`src/rtl/memory.sv`:
```
// Memory stage of the RV32I pipeline, between Execute and Writeback.
// Holds one instruction, runs its load/store over a req/ack data bus
// (byte/half lane alignment, sign/zero extension), stalls upstream while
// the access is pending, and registers the completed result into Writeback.
// Bus handshake: dmem_req stays high with stable addr/we/be/wdata until the
// first cycle dmem_ack is high; that cycle completes the access, and ack may
// arrive in the same cycle req first rises.
module memory #(
    parameter int XLEN = 32
) (
    input  logic            clk,
    input  logic            rst_n,
    input  logic            execute_valid,
    input  logic [4:0]      execute_rd,
    input  logic            execute_rd_wr_en,
    input  logic [XLEN-1:0] execute_rd_wr_data,
    input  logic            execute_mem_rd_en,
    input  logic            execute_mem_wr_en,
    input  logic [2:0]      execute_mem_funct3,
    input  logic [XLEN-1:0] execute_mem_wr_data,
    input  logic            trap_flush,
    output logic            memory_stall,
    output logic            memory_clk_en,
    output logic [4:0]      memory_rd,
    output logic            memory_rd_wr_en,
    output logic [XLEN-1:0] memory_rd_wr_data,
    output logic            memory_rd_valid,
    output logic            memory_misaligned,
    output logic            dmem_req,
    output logic            dmem_we,
    output logic [XLEN-1:0] dmem_addr,
    output logic [3:0]      dmem_be,
    output logic [XLEN-1:0] dmem_wdata,
    input  logic            dmem_ack,
    input  logic [XLEN-1:0] dmem_rdata,
    output logic            writeback_valid,
    output logic [4:0]      writeback_rd,
    output logic            writeback_rd_wr_en,
    output logic [XLEN-1:0] writeback_rd_wr_data
);

    typedef enum logic [1:0] {
        ST_EMPTY = 2'd0,
        ST_HOLD  = 2'd1,
        ST_DRAIN = 2'd2
    } state_t;

    state_t          state;
    logic [4:0]      rd_q;
    logic            rd_wr_en_q;
    logic [XLEN-1:0] result_q;
    logic            mem_rd_en_q;
    logic            mem_wr_en_q;
    logic [2:0]      funct3_q;
    logic [XLEN-1:0] store_data_q;

    logic            hold;
    logic            drain;
    logic            mem_op;
    logic [1:0]      off;
    logic            width_misaligned;
    logic            access_misaligned;
    logic            load_done;
    logic [XLEN-1:0] rdata_shifted;
    logic [XLEN-1:0] load_data;
    logic [3:0]      be_raw;

    assign hold   = (state == ST_HOLD);
    assign drain  = (state == ST_DRAIN);
    assign mem_op = mem_rd_en_q | mem_wr_en_q;
    assign off    = result_q[1:0];

    // Halfword needs an even offset, word needs offset 0; bytes never fault.
    assign width_misaligned  = ((funct3_q[1:0] == 2'b01) & off[0]) |
                               ((funct3_q[1:0] == 2'b10) & (off != 2'b00));
    assign access_misaligned = hold & mem_op & width_misaligned;

    // A drained (flushed) access keeps requesting until the bus answers.
    assign dmem_req     = (hold & mem_op & ~width_misaligned) | drain;
    assign memory_stall = dmem_req & ~dmem_ack;

    assign dmem_we    = dmem_req & mem_wr_en_q;
    assign dmem_addr  = {result_q[XLEN-1:2], 2'b00};
    assign dmem_wdata = store_data_q << {off, 3'b000};
    assign dmem_be    = dmem_req ? be_raw : 4'b0000;

    // Byte-enable pattern: loads fetch the whole word, stores mark their lanes.
    always_comb begin
        be_raw = 4'b1111;
        if (mem_wr_en_q) begin
            case (funct3_q[1:0])
                2'b00:   be_raw = 4'b0001 << off;
                2'b01:   be_raw = 4'b0011 << off;
                default: be_raw = 4'b1111;
            endcase
        end
    end

    assign rdata_shifted = dmem_rdata >> {off, 3'b000};

    // Load extension by funct3; unknown encodings behave as LW.
    always_comb begin
        case (funct3_q)
            3'b000:  load_data = {{24{rdata_shifted[7]}},  rdata_shifted[7:0]};
            3'b001:  load_data = {{16{rdata_shifted[15]}}, rdata_shifted[15:0]};
            3'b100:  load_data = {24'd0, rdata_shifted[7:0]};
            3'b101:  load_data = {16'd0, rdata_shifted[15:0]};
            default: load_data = dmem_rdata;
        endcase
    end

    assign load_done = hold & mem_rd_en_q & ~width_misaligned & dmem_ack;

    assign memory_clk_en     = hold;
    assign memory_rd         = rd_q;
    assign memory_rd_wr_en   = hold & rd_wr_en_q & (rd_q != 5'd0) & ~access_misaligned;
    assign memory_rd_wr_data = load_done ? load_data : result_q;
    assign memory_rd_valid   = hold & (~mem_rd_en_q | access_misaligned | dmem_ack);
    assign memory_misaligned = access_misaligned;

    // Stage FSM: capture from Execute, complete into Writeback, flush/drain.
    always_ff @(posedge clk) begin
        if (!rst_n) begin
            state                <= ST_EMPTY;
            rd_q                 <= 5'd0;
            rd_wr_en_q           <= 1'b0;
            result_q             <= '0;
            mem_rd_en_q          <= 1'b0;
            mem_wr_en_q          <= 1'b0;
            funct3_q             <= 3'd0;
            store_data_q         <= '0;
            writeback_valid      <= 1'b0;
            writeback_rd         <= 5'd0;
            writeback_rd_wr_en   <= 1'b0;
            writeback_rd_wr_data <= '0;
        end else begin
            writeback_valid <= 1'b0;
            if (hold && trap_flush) begin
                // Flush beats completion; an outstanding access must still finish.
                state <= memory_stall ? ST_DRAIN : ST_EMPTY;
            end else if (!memory_stall) begin
                if (hold) begin
                    writeback_valid      <= 1'b1;
                    writeback_rd         <= rd_q;
                    writeback_rd_wr_en   <= rd_wr_en_q & ~access_misaligned & (rd_q != 5'd0);
                    writeback_rd_wr_data <= memory_rd_wr_data;
                end
                state        <= execute_valid ? ST_HOLD : ST_EMPTY;
                rd_q         <= execute_rd;
                rd_wr_en_q   <= execute_rd_wr_en;
                result_q     <= execute_rd_wr_data;
                mem_rd_en_q  <= execute_mem_rd_en;
                mem_wr_en_q  <= execute_mem_wr_en;
                funct3_q     <= execute_mem_funct3;
                store_data_q <= execute_mem_wr_data;
            end
        end
    end

endmodule

```
`config.mk`:
```
export PLATFORM = sky130hd
export DESIGN_NAME = memory
export DESIGN_NICKNAME = d
export VERILOG_FILES = /design/src/rtl/memory.sv
export SDC_FILE = /design/constraint.sdc
export NUM_CORES = 1
export LEC_CHECK = 0
export ABC_AREA = 1
export CORE_ASPECT_RATIO = 1.75
export CORE_MARGIN = 3
export CORE_UTILIZATION = 30
export CTS_CLUSTER_DIAMETER = 50
export DETAILED_ROUTE_END_ITERATION = 7
export GPL_TIMING_DRIVEN = 0
export HOLD_SLACK_MARGIN = 0.02
export MAX_ROUTING_LAYER = met4
export PLACE_DENSITY = 0.57
export SYNTH_ARGS = -nofsm -noshare
export SYNTH_HDL_FRONTEND = slang
export SYNTH_SLANG_ARGS = --single-unit
```
`constraint.sdc`:
```
create_clock -name clk -period 2.65 [get_ports clk]
set_input_delay 0.795 -clock clk [delete_from_list [all_inputs] [get_ports clk]]
set_output_delay 0.795 -clock clk [all_outputs]
set_load 0.05 [all_outputs]
```
=== Word level (Yosys, flattened, before mapping) ===
Index checks and enable logic that the tools add are counted.

* Register bits after elaboration: 116
* Latch bits: 0
* RAM bits: 0
* Bits in read-only memories: 0
* Input bits: 112
* Output and inout port bits: 151
* Logic and storage cells: 70
* Memories kept: 0

* $add $sub $neg: 0
* Multiply operators: 0
* Divide/modulo/power cells: 0
* $lt $le $gt $ge: 0
* Eq/ne operators: 8
* Shifts and indexed selects: 4
* Muxes and demuxes: 10
* Bitwise logic cells: 28
* Reductions and logical operators: 8

{| class="wikitable"
|+ Operators by type and width
! operator !! count
|-
| $pmux W32 S4 || 1
|-
| $mux W32 || 1
|-
| $shl A32 B5 Y32 || 1
|-
| $shr A32 B5 Y16 || 1
|-
| $and A1 B1 Y1 || 16
|-
| $mux W4 || 2
|-
| $pmux W4 S2 || 1
|-
| $not A1 Y1 || 7
|-
| $eq A3 B3 Y1 const B || 2
|-
| $mux W2 || 3
|-
| $or A1 B1 Y1 || 5
|-
| $reduce_bool A5 Y1 || 1
|-
| $eq A2 B1 Y1 const B || 2
|-
| $eq A2 B2 Y1 const B || 2
|-
| $shl A1 B2 Y4 const A || 1
|-
| $shl A2 B2 Y4 const A || 1
|-
| $eq A3 B1 Y1 const B || 1
|-
| $logic_not A3 Y1 || 1
|-
| $reduce_and A3 Y1 || 1
|-
| $reduce_or A3 Y1 || 1
|-
| $logic_not A2 Y1 || 1
|-
| $mux W1 || 2
|-
| $ne A2 B1 Y1 const B || 1
|-
| $reduce_and A2 Y1 || 1
|-
| other kinds (2) || 2
|}

=== Longest topological paths before layout ===
* Depth after elaboration: 9
* Depth in mapped cells: 13
* Mapped depth without buffers: 11

=== Worst setup path after synthesis ===
No wires, ideal clock.

* Path kind: input port to output port
* From: input port dmem_ack
* To: output port memory_rd_wr_data[0]
* Arrival time: 2.181 ns
* Required time: 1.855 ns
* Setup slack: -0.326 ns
* Cell stages on the path: 5
* Path buffers: 0
* Path through: nand2_1 > nor2_1 > inv_1 > nor2_2 > o21ai_0

* Cells in the longest elaborated chain, start to end: 2

{| class="wikitable"
|+ Ends and longest elaborated chain
! element !! line !! text
|-
| start: declaration || 34 || <nowiki>input logic dmem_ack,</nowiki>
|-
| $and A1 B1 Y1 || 112 || <nowiki>assign load_done = hold & mem_rd_en_q & ~width_misaligned & dmem_ack;</nowiki>
|-
| $mux W32 || 117 || <nowiki>assign memory_rd_wr_data = load_done ? load_data : result_q;</nowiki>
|-
| end: declaration || 26 || <nowiki>output logic [XLEN-1:0] memory_rd_wr_data,</nowiki>
|}

No other way between the ends.

=== Final worst setup path ===
* From: input port dmem_ack
* To: output port memory_rd_wr_data[24]

The elaborated chain is that of the path after synthesis.

==> metrics.txt <==
port buffer count 259; Clock Latency Late Sink between 0.4 and 0.5 ns; post-synthesis register bit count 116; CTS tree done; Detailed Routing Iterations Pass 1 5; antenna violations before repair 5; proportion of synthesized area in mux cells 0; Vias/cell 4.61; Synth Area in Compound Gates 0.102; CP Launch Type input pin; setup repair after global routing missed its margin true; CTS Buf Count 17; Starting Density 0.306; final worst path period need 2.70 ns; Synth Flop Type dfxtp_1; fin. max-slew vios 0; Arrival @ worst endpoint 1.90 ns; I/O pin cnt 263; synthesized area per cell slightly above 6 µm²; main combinational cell family by area after synthesis simple AND/OR/NAND/NOR gates; fin crit share 1.02; yosys warns 0; area occupied by registers roughly 2300 µm²; Cells after Synth 1048; Area growth syn-to-layout 74.1%; gr ovfl total 0; Clock Tree Buf Depth 2; Synth Area in XOR/XNOR 0; GRT Total Usage 0.246; Crit Path Max Fanout 5; VDD IR max 0.371 mV; final setup skew ~0.0070 ns; Worst-path clk slew 0.05 ns; Max-cap violations 0; Layout fillers 2120; die area 23300 µm²; GPL Wtd Cong 0.932; WS Path Type in -> out; Final ANT Viol Nets 0; worst min path class reg -> reg; Max H-tree Level 4; leakage 5.45 nW; WP data required ~1.9 ns; Simple-Gate Fraction of Synth Area 0.393; vias in the first global route 7585; WL final 28300 µm; DP Wirelength 21700 µm; Core Area 21000 µm²; starting DRC count in detailed routing between 200 and 300; via count 7604; setup slack after placement -1.41 ns; Finish-stage setup viols 12; Multi-input gate area 3780 µm²; relative slew slack 0.527; final worst setup slack -0.0491 ns; drt wl/cell 17.1 µm; Post-CTS Hold Buffers 0; Synth Area in Adders 0; Seq/Total Area, Yosys 0.361; Die H 200 µm; DRC 0; fraction of layout cells with a size suffix above 1 0.283; CTS root buffer clkbuf_16; Final Hold Viols 0; setup TNS -0.285 ns; Max Fclk about 0.37 GHz; commonest non-fill, non-tap cell in the layout nor2_1; hold depth 2; maximum number of pins on one net before global-route repair 17; Clock Sinks 116; fraction of registers with async set/reset 0; outcome complete, but fails checks; die width between 100 and 150 µm; kind of end point of the critical path output pin; first-pass GRT wire length 41700 µm; Post-synth EDFFs 0; violated checks negative setup slack; commonest cells after routing, fill and taps aside nor2_1, nand2_1, clkdlybuf4s50_1; count of cell types in the netlist 27; Mapped Area 6440 µm²; Pwr Density approximately 590 nW/µm²; Reg2Reg Depth 10; Nets 1492; Worst Tran Pin Value 0.709 ns; row cnt 70
==> Yosys cell counts (2+ instances only) <==
| cell | count | area [µm²] |
|---|---|---|
| a21oi_1 | 3 | 15.0 |
| buf_1 | 3 | 11.3 |
| buf_2 | 22 | 110 |
| buf_4 | 36 | 270 |
| buf_6 | 13 | 146 |
| clkbuf_1 | 23 | 86.3 |
| dfxtp_1 | 116 | 2320 |
| inv_1 | 77 | 289 |
| nand2_1 | 283 | 1060 |
| nand2_2 | 2 | 12.5 |
| nand2_4 | 4 | 45.0 |
| nand3_1 | 53 | 265 |
| nand3_2 | 3 | 30.0 |
| nor2_1 | 284 | 1070 |
| nor2_4 | 2 | 22.5 |
| o211ai_1 | 10 | 75.1 |
| o21ai_0 | 91 | 455 |
| o21ai_1 | 7 | 35.0 |
| o221ai_1 | 8 | 70.1 |
==> what timing repair did <==
item,in CTS,in global routing
buffers inserted,32,14
resized for setup,664,121
gates cloned,7,1
pin swaps,50,48
setup endpoints to repair,75,62
==> power by group <==
part / internal [mW] / leakage (nW) / switching [mW]
combinational: 0.933 / 4.21 / 1.51
clock: 1.37 / 0.281 / 0.842
sequential: 1.88 / 0.962 / 0.107
total: 4.19 / 5.45 / 2.46
==> flip-flops by register name (all words and copies together) (netlist names) <==
register / flops
result_q: 32
store_data_q: 32
writeback_rd_wr_data: 32
memory_rd: 5
writeback_rd: 5
funct3_q: 3
state: 2
mem_rd_en_q: 1
mem_wr_en_q: 1
rd_wr_en_q: 1
writeback_rd_wr_en: 1
writeback_valid: 1
==> metrics by stage <==
stage                     std cells  total power [mW]   util  cell area (µm²)  hold slack [ns]
after CTS                      1631              6.59  0.516            10800            0.486
after floorplan                1049              3.36      -             6470            0.454
after global routing           1650              6.92  0.533            11200            0.516
final                          1650              6.65  0.533            11200            0.480
after global placement         1560              4.15  0.446             9380            0.465
after detailed placement       1560              4.16  0.446             9380            0.472
==> critical path, cell delays in order <==
cell and delay (ns):
buf_8 0.08, nand2_4 0.04, nor2_4 0.19, buf_12 0.13, nand3_4 0.14, clkbuf_16 0.22
nand2_1 0.07, nand2_2 0.08, buf_8 0.15
==> final cells by class <==
class | count | area share
multi-input cells | 759 | 0.338
repair buffers | 311 | 0.275
flip-flops and latches | 116 | 0.208
plain buffers | 96 | 0.0724
clock buffers | 22 | 0.0432
well taps | 252 | 0.0281
inverters | 79 | 0.0279
clock inverters | 10 | 0.00714
diodes | 5 | 0.00112
==> routing by layer <==
layer,vias to the layer above,GRT usage,share of wire
met3,60,0.0440,0.048
met2,249,0.460,0.56
met5,-,-,0
met4,0,0.111,0.042
met1,3400,0.242,0.35
li1,3895,-,-
==> cells by family after synthesis <==
| kind of cell | Yosys count |
|---|---|
| AOI/OAI and AO/OA | 120 |
| buffers and inverters | 176 |
| DFF | 116 |
| other | 1 |
| and+or+nand+nor | 635 |
==> path summary, 6_finish.rpt <==
kind	slack [ns]	from	endpoint
max	-0.05	dmem_ack	memory_rd_wr_data[24]
min	0.48	store_data_q[22]$_SDFFE_PN0P_	store_data_q[22]$_SDFFE_PN0P_
max reg2reg	0.74	result_q[0]$_SDFFE_PN0P_	writeback_rd[0]$_SDFFE_PN0P_
min reg2reg	0.48	store_data_q[22]$_SDFFE_PN0P_	store_data_q[22]$_SDFFE_PN0P_
No activity file was read; power rests on OpenSTA's default activity.
